### config.mk
export PLATFORM = sky130hd
export DESIGN_NAME = branch_resolve
export DESIGN_NICKNAME = d
export VERILOG_FILES = /design/src/rtl/branch_resolve.sv
export SDC_FILE = /design/constraint.sdc
export NUM_CORES = 1
export LEC_CHECK = 0
export BUFFER_PORTS_ARGS = -buffer_cell sky130_fd_sc_hd__buf_4
export CAP_MARGIN = 20
export CORE_MARGIN = 4
export CORE_UTILIZATION = 28
export CTS_BUF_LIST = sky130_fd_sc_hd__clkbuf_4 sky130_fd_sc_hd__clkbuf_8
export DETAILED_ROUTE_END_ITERATION = 7
export SLEW_MARGIN = 10
export SYNTH_ARGS = -nofsm -noshare
export SYNTH_HDL_FRONTEND = slang
export SYNTH_SLANG_ARGS = --single-unit
### constraint.sdc
create_clock -name CLK -period 6 [get_ports CLK]
set_input_delay 1.2 -clock CLK [delete_from_list [all_inputs] [get_ports CLK]]
set_output_delay 1.2 -clock CLK [all_outputs]
set_load 0.005 [all_outputs]
### src/rtl/branch_resolve.sv
// Branch resolution queue: tracks in-flight predicted branches in fetch order,
// compares each against its execute outcome, and produces the predictor
// update bundle, the fetch redirect and resolution statistics.
module branch_resolve #(
  parameter int unsigned DEPTH = 4
) (
  input  logic        CLK,
  input  logic        nRST,
  input  logic        push,
  input  logic [31:0] push_pc,
  input  logic        push_pred_taken,
  input  logic [31:0] push_pred_target,
  output logic        full,
  input  logic        res_valid,
  input  logic        res_taken,
  input  logic [31:0] res_target,
  output logic        empty,
  input  logic        flush,
  output logic        enable_res,
  output logic [31:0] pc_res,
  output logic        taken_res,
  output logic [31:0] bt_res,
  output logic        mispredict,
  output logic [31:0] redirect_pc,
  output logic [15:0] resolved_cnt,
  output logic [15:0] mispred_cnt
);

  localparam int unsigned PTR_W = (DEPTH > 1) ? $clog2(DEPTH) : 1;
  localparam int unsigned CNT_W = PTR_W + 1;
  localparam logic [CNT_W-1:0] FULL_CNT = CNT_W'(DEPTH);
  localparam logic [15:0] CNT_MAX = 16'hFFFF;

  // Entry storage (datapath only, no reset needed)
  logic [31:0] r_pc   [DEPTH];
  logic        r_pt   [DEPTH];
  logic [31:0] r_ptgt [DEPTH];

  logic [PTR_W-1:0] r_head;
  logic [PTR_W-1:0] r_tail;
  logic [CNT_W-1:0] r_count;

  logic        r_enable_res;
  logic [31:0] r_pc_res;
  logic        r_taken_res;
  logic [31:0] r_bt_res;
  logic        r_mispredict;
  logic [31:0] r_redirect_pc;
  logic [15:0] r_resolved_cnt;
  logic [15:0] r_mispred_cnt;

  logic        w_full;
  logic        w_empty;
  logic        w_res_fire;
  logic        w_push_fire;
  logic        w_mispred;
  logic        w_clear;
  logic [31:0] w_head_pc;
  logic        w_head_pt;
  logic [31:0] w_head_tgt;
  logic [31:0] w_redirect;

  // Occupancy decode, head entry read and resolution/push qualification
  always_comb begin
    w_full      = (r_count == FULL_CNT);
    w_empty     = (r_count == '0);
    w_head_pc   = r_pc[r_head];
    w_head_pt   = r_pt[r_head];
    w_head_tgt  = r_ptgt[r_head];
    w_res_fire  = res_valid && !w_empty && !flush;
    w_mispred   = w_res_fire &&
                  ((w_head_pt != res_taken) ||
                   (res_taken && (w_head_tgt != res_target)));
    w_clear     = flush || w_mispred;
    // A full queue still accepts a push when the head retires this cycle
    w_push_fire = push && !w_clear && (!w_full || w_res_fire);
    w_redirect  = res_taken ? res_target : (w_head_pc + 32'd4);
  end

  // Entry write at the tail
  always_ff @(posedge CLK) begin
    if (w_push_fire) begin
      r_pc[r_tail]   <= push_pc;
      r_pt[r_tail]   <= push_pred_taken;
      r_ptgt[r_tail] <= push_pred_target;
    end
  end

  // Pointers and occupancy; flush or mispredict empties the queue
  always_ff @(posedge CLK or negedge nRST) begin
    if (!nRST) begin
      r_head  <= '0;
      r_tail  <= '0;
      r_count <= '0;
    end else if (w_clear) begin
      r_head  <= '0;
      r_tail  <= '0;
      r_count <= '0;
    end else begin
      if (w_res_fire)  r_head <= r_head + PTR_W'(1);
      if (w_push_fire) r_tail <= r_tail + PTR_W'(1);
      case ({w_push_fire, w_res_fire})
        2'b10:   r_count <= r_count + CNT_W'(1);
        2'b01:   r_count <= r_count - CNT_W'(1);
        default: r_count <= r_count;
      endcase
    end
  end

  // Update bundle and redirect: single-cycle pulses, payload held otherwise
  always_ff @(posedge CLK or negedge nRST) begin
    if (!nRST) begin
      r_enable_res  <= 1'b0;
      r_pc_res      <= '0;
      r_taken_res   <= 1'b0;
      r_bt_res      <= '0;
      r_mispredict  <= 1'b0;
      r_redirect_pc <= '0;
    end else begin
      r_enable_res <= w_res_fire;
      r_mispredict <= w_mispred;
      if (w_res_fire) begin
        r_pc_res    <= w_head_pc;
        r_taken_res <= res_taken;
        r_bt_res    <= res_target;
      end
      if (w_mispred) r_redirect_pc <= w_redirect;
    end
  end

  // Saturating statistics counters
  always_ff @(posedge CLK or negedge nRST) begin
    if (!nRST) begin
      r_resolved_cnt <= '0;
      r_mispred_cnt  <= '0;
    end else begin
      if (w_res_fire && (r_resolved_cnt != CNT_MAX))
        r_resolved_cnt <= r_resolved_cnt + 16'd1;
      if (w_mispred && (r_mispred_cnt != CNT_MAX))
        r_mispred_cnt <= r_mispred_cnt + 16'd1;
    end
  end

  assign full         = w_full;
  assign empty        = w_empty;
  assign enable_res   = r_enable_res;
  assign pc_res       = r_pc_res;
  assign taken_res    = r_taken_res;
  assign bt_res       = r_bt_res;
  assign mispredict   = r_mispredict;
  assign redirect_pc  = r_redirect_pc;
  assign resolved_cnt = r_resolved_cnt;
  assign mispred_cnt  = r_mispred_cnt;

endmodule

### Word-level counts from Yosys, hierarchy flattened

Memory sizes are Yosys's and may differ from the RTL's.
Cells that the tools add are included.

* add/subtract/negate cells: 7
* eq/ne operators: 7
* multiplexer cells: 9
* reduce and logical (&&, ||, !) cells: 19

Operator list (count)
* 16-bit by 1-bit adder with 16-bit output (second input constant): 2
* 32-bit by 3-bit adder with 32-bit output (second input constant): 1
* 32-bit two-way mux: 1
* 16-bit != test (second input constant): 2
* 32-bit != test: 1
* 1-bit logical AND: 8
* 2-bit two-way mux: 4
* 3-bit one-hot mux with 2 select lines: 1
* 2-bit by 1-bit adder with 2-bit output (second input constant): 2
* 1-bit logical NOT: 4
* 2-bit nonzero test: 2
* 3-bit by 1-bit adder with 3-bit output (second input constant): 1
* 3-bit == test (second input constant): 1
* 3-bit logical NOT: 1
* 1-bit logical OR: 3
* 3-bit two-way mux: 1
* 3-bit nonzero test: 1
* 3-bit by 1-bit subtractor with 3-bit output (second input constant): 1
* 2-bit by 1-bit == test with 1-bit output (second input constant): 1
* 2-bit == test (second input constant): 1
* 1-bit two-way mux: 2
* 1-bit != test: 1

* register bits: 138
* memory bits (writable): 260
* input bits: 103
* output and inout port bits: 133
* logic and storage cells: 56
* memories kept: 3

Memory list
* r_pc: words 4, width 32, rd ports 1, clocked after Yosys merged registers in 0, wr ports 1, line 35 `logic [31:0] r_pc [DEPTH];`
* r_ptgt: words 4, width 32, rd ports 1, clocked after Yosys merged registers in 0, wr ports 1, line 37 `logic [31:0] r_ptgt [DEPTH];`
* r_pt: words 4, width 1, rd ports 1, clocked after Yosys merged registers in 0, wr ports 1, line 36 `logic r_pt [DEPTH];`

### Logic depth before layout (Yosys ltp)

Gate-level depths: netlist of run 1.

* word-level depth: 12
* mapped depth: 17

### Worst setup path before layout of run 1

Ideal clock, no wire load.

* path type: input -> register
* from: in res_taken
* to: mem r_pc[0][0] (enable)
* setup time: 0.430 ns
* data arrival time: 4.033 ns
* setup slack: 1.537 ns
* stages on the path: 8
* cell sequence: clkbuf_1 nand3_1 a2111oi_0 and4_1 a21oi_1 buf_2 nor2_1 and3_1

* longest elaborated chain between the ends: 9
* elaborated cells on any way between the ends: 10
* those cells by class: 1 x eq/ne; 2 x mux; 7 x reduce/logical

RTL lines
* from (decl): line 15 `input logic res_taken,`
* 1-bit != test or 1-bit logical AND (tied branches): line 72, 73
* 1-bit logical OR (*): line 72 `((w_head_pt != res_taken) ||`
* 1-bit logical AND (*): line 71 `w_mispred = w_res_fire &&`
* 1-bit logical OR (*): line 74 `w_clear = flush || w_mispred;`
* 1-bit logical NOT (*): line 76 `w_push_fire = push && !w_clear && (!w_full || w_res_fire);`
* 1-bit logical AND (*) (2 in a row): line 76
* 1-bit two-way mux (*): line 82 `if (w_push_fire) begin`
* 1-bit two-way mux (not written as such) (*): line 83 `r_pc[r_tail] <= push_pc;`
* to (decl): line 35

Every way passes the cells marked *; elsewhere a longest branch is shown, timed or not.

### Final worst setup path of run 1

* from: reg r_head[0]
* to: mem r_pc[0][13] (enable)

* longest elaborated chain between the ends: 11
* elaborated cells on any way between the ends: 13
* those cells by class: 2 x eq/ne; 2 x mux; 7 x reduce/logical; 2 x memory

RTL lines
* from (decl): line 39 `logic [PTR_W-1:0] r_head;`
* from (signal assigned): line 100 `if (w_res_fire) r_head <= r_head + PTR_W'(1);`
* memory 4 x 32 bit
* 32-bit != test: line 73 `(res_taken && (w_head_tgt != res_target)));`
* 1-bit logical AND: line 73
* 1-bit logical OR (*): line 72
* 1-bit logical AND (*): line 71
* 1-bit logical OR (*): line 74
* 1-bit logical NOT (*): line 76
* 1-bit logical AND (*) (2 in a row): line 76
* 1-bit two-way mux (*): line 82
* 1-bit two-way mux (not written as such) (*): line 83

Marked as above.

==> metrics.yaml, run 1 <==
maxSlewViolCount: 0
swShare_pct: 27.8
ys_types: 56
hold_viol_final: 0
clkSlewWorstSetupHoldPaths_ns: 0.06
synthCells: 1115
yosys_warnings: 0
grt.met1_usage_pct: 19.5
final_antenna_net_count: 0
chipHeight_um: 250
cts_made_buffers: 72
clkPwrFrac_pct: 33.8
dp.final_hpwl_um: 33200
start_kind: "flop"
drc: 0
first_pass_iters: 5
max-cap-violations: 0
cts_tree: "built"
syn-num-nets: 1226
grt_pass1_wl_um: 69800
drive_above_1_share_pct: 32.4
cts_setup_buffers: 0
clk_latency_ns: 0.64
ys_top_cells_by_count: "edfxtp_1, nand2_1, dfrtp_1"
r2r_start: "r_head[0]$_DFFE_PN0P_"
cts_buffer_depth: 3
r2r_slack_ns: 1.57
groute.layer.met2.usage_pct: 23.5
gp_congestion: 0.792
ys.flop_type: "edfxtp_1"
post_cts_resized: 0
portBuffers: 235
antenna_found_initial: 5
finClkSkew_ns: 0.0315
start_util_pct: 28.4
ios: 236
p_int_w: 0.00580
cp_slowest_stage_delay_ns: 0.91
ys_ff_latch: 398
power_density_nw_per_um2: 389
tns_ns: 0
leakagePower_nw: 8.04
criticalPathCategory: "flop to flop"
min_period_ns: 4.43
drt-total-wl_um: 47700
cts_hold_buf: 0
synth_edf_count: 260
nNetsFinal: 1505
grtUsageMet3_pct: 5.22
power_w: 0.00803
slowest_stage: "dfrtp_4"
top_usage_layer: "met2"
grt_max_degree: 108
areaGrowthSynthToFinish_pct: 25.8
critPathMaxFanout: 37
crit_start: "r_head[0]$_DFFE_PN0P_"
seqPwrFrac_pct: 45.4
setup_viol: 0
async_reset_ff_share_pct: 34.7
seq_area_frac_synth_pct: 68.7
h-tree-depth: 3
fin_crit_sh_pct: 73.8
die_w_um: 250
peakVddDrop_v: 0.000216
fmax_ghz: 0.226
critPathRequiredTime_ns: 6.26
yosys.area.top_type: "edfxtp_1"
drt_iter0_drc: 552
yosysMostFrequentCell: "edfxtp_1"
cts_sinks: 398
synth.top_cells.by_area: "edfxtp_1, dfrtp_1, mux4_2"
rows: 88
cp-end-kind: "flop"
combPwrFrac_pct: 20.7
grt_use_total_pct: 14.9
postSynthAreaPerCell_sq_um: 14.7
worstMarginPinSlew_ns: 0.891
grt_pass1_vias: 10500
wire_per_inst_um: 21.5
p_sw_w: 0.00223
crit_chain: "buf_4, mux4_2, xnor2_1, nand4_1, nor4b_1, a21oi_4, buf_4, nor2_1, and3_2, buf_4"
synth_top_area_share_pct: 47.6
slew-limit-headroom_pct: 40.6
coreArea_sq_um: 57800
grt-ovfl-total: 0
routed_via_density: 4.64
rsz0062_at_grt: "no"
die_area_sq_um: 62500
hold_class: "primary input to asynchronous set/reset pin"
cp_data_arrival_time_ns: 4.69
status: "finished, final reports clean"
num_vias: 10300
syn-cell-area_sq_um: 16400
crit_path_frequent_cell: "buf_4"
clock_tree.root_cell: "clkbuf_8"
-- metrics by stage --
stage	setup slack [ns]	instances	area, sq um	utilization (%)	hold slack (ns)
floorplan	1.54	1115	16400	-	0.470
global placement	1.74	2084	19000	33.0	0.464
detailed placement	1.61	2084	19000	33.0	0.463
CTS	1.55	2216	20600	35.6	0.480
global route	1.30	2219	20600	35.7	0.403
finish	1.57	2220	20600	35.7	0.429
-- registers in the layout, indices dropped and copies added (netlist names) --
name,cells
r_pc,128
r_ptgt,128
bt_res,32
pc_res,32
redirect_pc,32
mispred_cnt,16
resolved_cnt,16
r_pt,4
r_count,3
r_head,2
r_tail,2
enable_res,1
mispredict,1
taken_res,1
-- placed cells by master, fill, tap and decap left out, types with 3 or more instances in the layout --
cell	count
o31ai_1	3
ha_1	7
clkinv_2	7
o22ai_1	3
buf_4	247
o21ai_0	35
and4_1	4
clkinvlp_4	3
and3_1	14
or3_1	4
nor2_1	31
a2bb2oi_1	3
xor2_1	31
xnor2_1	56
inv_1	19
clkbuf_4	28
mux4_2	48
a21oi_1	11
nor3_1	5
clkbuf_8	77
and3_2	4
o211ai_1	4
dfrtp_1	136
and2_1	6
mux2_2	27
clkinv_1	9
nand2b_1	5
edfxtp_1	260
nand3_1	32
nor2b_1	3
mux4_1	5
buf_12	3
nand4_1	15
bufinv_16	5
or2_2	4
mux2i_1	29
diode_2	3
nand2_1	233
nor4_1	3
-- worst paths after layout --
| kind | cells past startpoint | to |
|---|---|---|
| max | 10 | r_pc[0][13]$_DFFE_PP_ |
| max in group asynchronous | 3 | bt_res[28]$_DFFE_PN0P_ |
| max reg2reg | 10 | r_pc[0][13]$_DFFE_PP_ |
| min reg2reg | 2 | pc_res[6]$_DFFE_PN0P_ |
| min in group CLK | 2 | pc_res[6]$_DFFE_PN0P_ |
| min | 1 | resolved_cnt[8]$_DFFE_PN0P_ |
-- worst max-delay path, delay by kind of cell (launching register included) --
family / cells / cell delay [ns]
DFF: 1 / 0.91
AOI/OAI and AO/OA: 1 / 0.10
and+or+nand+nor: 4 / 1.18
xor gates and xnor gates: 1 / 0.15
buffers and inverters: 3 / 1.10
muxes: 1 / 0.53
-- layer usage --
layer | vias up | wire length, um
met5 | - | 44
li1 | 4625 | -
met1 | 5245 | 20500
met4 | 6 | 1100
met2 | 363 | 22200
met3 | 70 | 3830
-- power by group through the flow --
| stage | Clock (W) | Sequential (W) | Combinational (W) |
|---|---|---|---|
| after global placement | 0 | 0.00368 | 0.00168 |
| final | 0.00272 | 0.00365 | 0.00167 |
| after floorplan | 0 | 0.00365 | 0.000741 |
| after global routing | 0.00293 | 0.00370 | 0.00182 |
| after detailed placement | 0 | 0.00370 | 0.00169 |
| after CTS | 0.00279 | 0.00365 | 0.00170 |
-- cell type report --
class | count | area, sq um
multi-input cells | 649 | 4820
fillers | 5647 | 37200
clock buffers | 105 | 1270
diodes | 3 | 7.51
well taps | 765 | 957
flip-flops and latches | 398 | 11300
clock inverters | 27 | 275
inverters | 21 | 78.8
repair buffers | 252 | 1950
-- logic make-up after synthesis --
kind of cell / synth area share (%)
DFF: 68.7
buffers and inverters: 2.05
and+or+nand+nor: 10.3
xor gates and xnor gates: 4.65
AOI/OAI and AO/OA: 2.62
muxes: 11.0
adders and majority gates: 0.656
No activity file was read; power rests on OpenSTA's default activity.
==> inputs of run 2 (changes only) <==
- clock period: 6 -> 3.7 ns (I/O delays scaled with it)
==> metrics.yaml, run 2 (synthesized netlist as in run 1, its figures left out) <==
finClkSkew_ns: 0.0294  # -0.00210 ns
r2r-end: "r_ptgt[1][20]$_DFFE_PP_"
num_vias: 10400  # +0.75%
routed_via_density: 4.62  # -0.46%
top_regs: "r_pc (128), r_ptgt (128)"
grt_pass1_wl_um: 72600  # +4.1%
hold_viol_final: 0  # unchanged
placed_area_sq_um: 19400  # +1.6%
swShare_pct: 28.2  # +0.44 points
clkPwrFrac_pct: 33.3  # -0.5 points
p_int_w: 0.00936  # +61%
r2r_start: "r_head[1]$_DFFE_PN0P_"
max-cap-violations: 0  # unchanged
slew-limit-headroom_pct: 46.5  # +6.0 points
start_util_pct: 28.4  # unchanged
power_w: 0.0130  # +62%
coreArea_sq_um: 57800  # unchanged
die_w_um: 250  # unchanged
critPathMaxFanout: 23  # -38%
dp.final_hpwl_um: 35600  # +7.0%
critPathBufInv: 2  # -1
combPwrFrac_pct: 21.4  # +0.7 points
portBuffers: 235  # unchanged
gp_congestion: 0.822  # +3.7%
leakagePower_nw: 8.18  # +1.7%
setup_viol: 0  # unchanged
path_depth: 10  # unchanged
crit_start: "r_head[1]$_DFFE_PN0P_"
h-tree-depth: 3  # unchanged
cts_buffer_depth: 3  # unchanged
final_common_cell: "buf_4"
min_period_ns: 3.47  # -0.961 ns
drt_iter0_drc: 651  # +18%
peakVddDrop_v: 0.000326  # +51%
crit_path_end: "r_ptgt[1][20]$_DFFE_PP_"
grt_pass1_vias: 10900  # +3.2%
p_sw_w: 0.00368  # +65%
antenna_found_initial: 8  # +3
slowest_stage: "dfrtp_4"
crit_path_frequent_cell: "nand3_1"
cp-end-kind: "flop"
fin_crit_sh_pct: 93.8  # +20 points
maxSlewViolCount: 0  # unchanged
areaGrowthSynthToFinish_pct: 27.4
start_kind: "flop"
critPathRequiredTime_ns: 4.01  # -2.25 ns
crit_family: "simple AND/OR/NAND/NOR gates"
rsz0062_at_grt: "no"
r2r_slack_ns: 0.23  # -1.34 ns
grt_use_total_pct: 15.5  # +0.60 points
nNetsFinal: 1530  # +1.7%
grt_max_degree: 71  # -34%
grt-ovfl-total: 0  # unchanged
crit_chain: "buf_4, mux2i_1, nand3_1, nand3_1, a2111oi_0, and4_1, a21oi_4, nor2_1, and3_4, buf_12"
hold_class: "primary input to asynchronous set/reset pin"
cp_slowest_stage_delay_ns: 0.58  # -0.33 ns
chipHeight_um: 250  # unchanged
die_area_sq_um: 62500  # unchanged
wire_per_inst_um: 21.9  # +1.8%
criticalPathCategory: "flop to flop"
drive_above_1_share_pct: 33.6  # +1.2 points
drc: 0  # unchanged
final_antenna_net_count: 0  # unchanged
worstMarginPinSlew_ns: 0.802  # -0.0893 ns
drt-total-wl_um: 49100  # +3.0%
status: "finished, final reports clean"
rr_worst_depth: 10  # unchanged
fmax_ghz: 0.288  # +28%
rows: 88  # unchanged
clkSlewWorstSetupHoldPaths_ns: 0.06  # about the same
cts_sinks: 398  # unchanged
mostFrequentLayoutCells: "buf_4, edfxtp_1, nand2_1, dfrtp_1, clkbuf_8"
clock_tree.root_cell: "clkbuf_8"
seqPwrFrac_pct: 45.3  # about the same
cts_made_buffers: 73  # +1.4%
clk_latency_ns: 0.63  # about the same
first_pass_iters: 5  # unchanged
tns_ns: 0  # unchanged
cp_data_arrival_time_ns: 3.78  # -0.91 ns
ios: 236  # unchanged
cts_tree: "built"
power_density_nw_per_um2: 624  # +60%
cts_setup_buffers: 0  # unchanged
final_area_sq_um: 20900  # +1.3%
run 2: changes by cell type in the layout (fill, tap and decap cells not counted), moves of 3 or more:
| cell | previous run | this run |
|---|---|---|
| clkbuf_8 | 77 | 84 |
| and3_4 | 0 | 4 |
| bufinv_16 | 5 | 2 |
| and3_2 | 4 | 0 |
| buf_12 | 3 | 11 |
| clkbuf_4 | 28 | 25 |
| buf_4 | 247 | 264 |
run 2: layout make-up:
cell class              count  area (sq um)
repair buffers            276          2210
clock buffers             109          1340
multi-input cells         649          4840
inverters                  21          78.8
diodes                      5          12.5
flip-flops and latches    398         11300
fillers                  5565         36900
clock inverters            24           180
well taps                 765           957
run 2: worst min-delay path by stage:
stage                                 startpoint  slack [ns]                    endpoint  cells after the start
after floorplan                             nRST        0.44       bt_res[0]$_DFFE_PN0P_                      0
after global placement    bt_res[20]$_DFFE_PN0P_        0.46      bt_res[20]$_DFFE_PN0P_                      2
after detailed placement  bt_res[23]$_DFFE_PN0P_        0.46      bt_res[23]$_DFFE_PN0P_                      2
after CTS                                   nRST        0.10  mispred_cnt[3]$_DFFE_PN0P_                      1
after global routing                        nRST        0.13  mispred_cnt[3]$_DFFE_PN0P_                      1
final                                       nRST        0.11  mispred_cnt[2]$_DFFE_PN0P_                      1
run 2: stage by stage:
stage               std cells  setup WS [ns]  hold WS [ns]  utilization, %
floorplan                1115         0.0703         0.444               -
CTS                      2242          0.126         0.105            36.1
global placement         2109          0.137         0.463            33.5
global route             2247         0.0447         0.131            36.2
finish                   2247          0.230         0.107            36.2
detailed placement       2109          0.188         0.464            33.5
run 2: repair_timing:
| item | in CTS | in global routing |
|---|---|---|
| setup endpoints to repair | 0 | 72 |
| hold buffers | 0 | 0 |
| resized for setup | 0 | 1 |
run 2: metal layers:
layer	vias to the layer above	wire length (um)	global-route usage, %
met5	-	34	0
met2	377	22900	24.5
met4	6	979	4.61
met1	5252	21600	20.8
met3	72	3630	4.59
li1	4679	-	-
run 2: power by group through the flow:
| stage | logic, W | registers [W] | clock network, W |
|---|---|---|---|
| 3_3_place_gp | 0.00281 | 0.00597 | 0 |
| 4_1_cts | 0.00284 | 0.00592 | 0.00447 |
| 5_1_grt | 0.00305 | 0.00599 | 0.00470 |
| 2_1_floorplan | 0.00120 | 0.00591 | 0 |
| 6_report | 0.00279 | 0.00591 | 0.00434 |
| 3_5_place_dp | 0.00283 | 0.00599 | 0 |
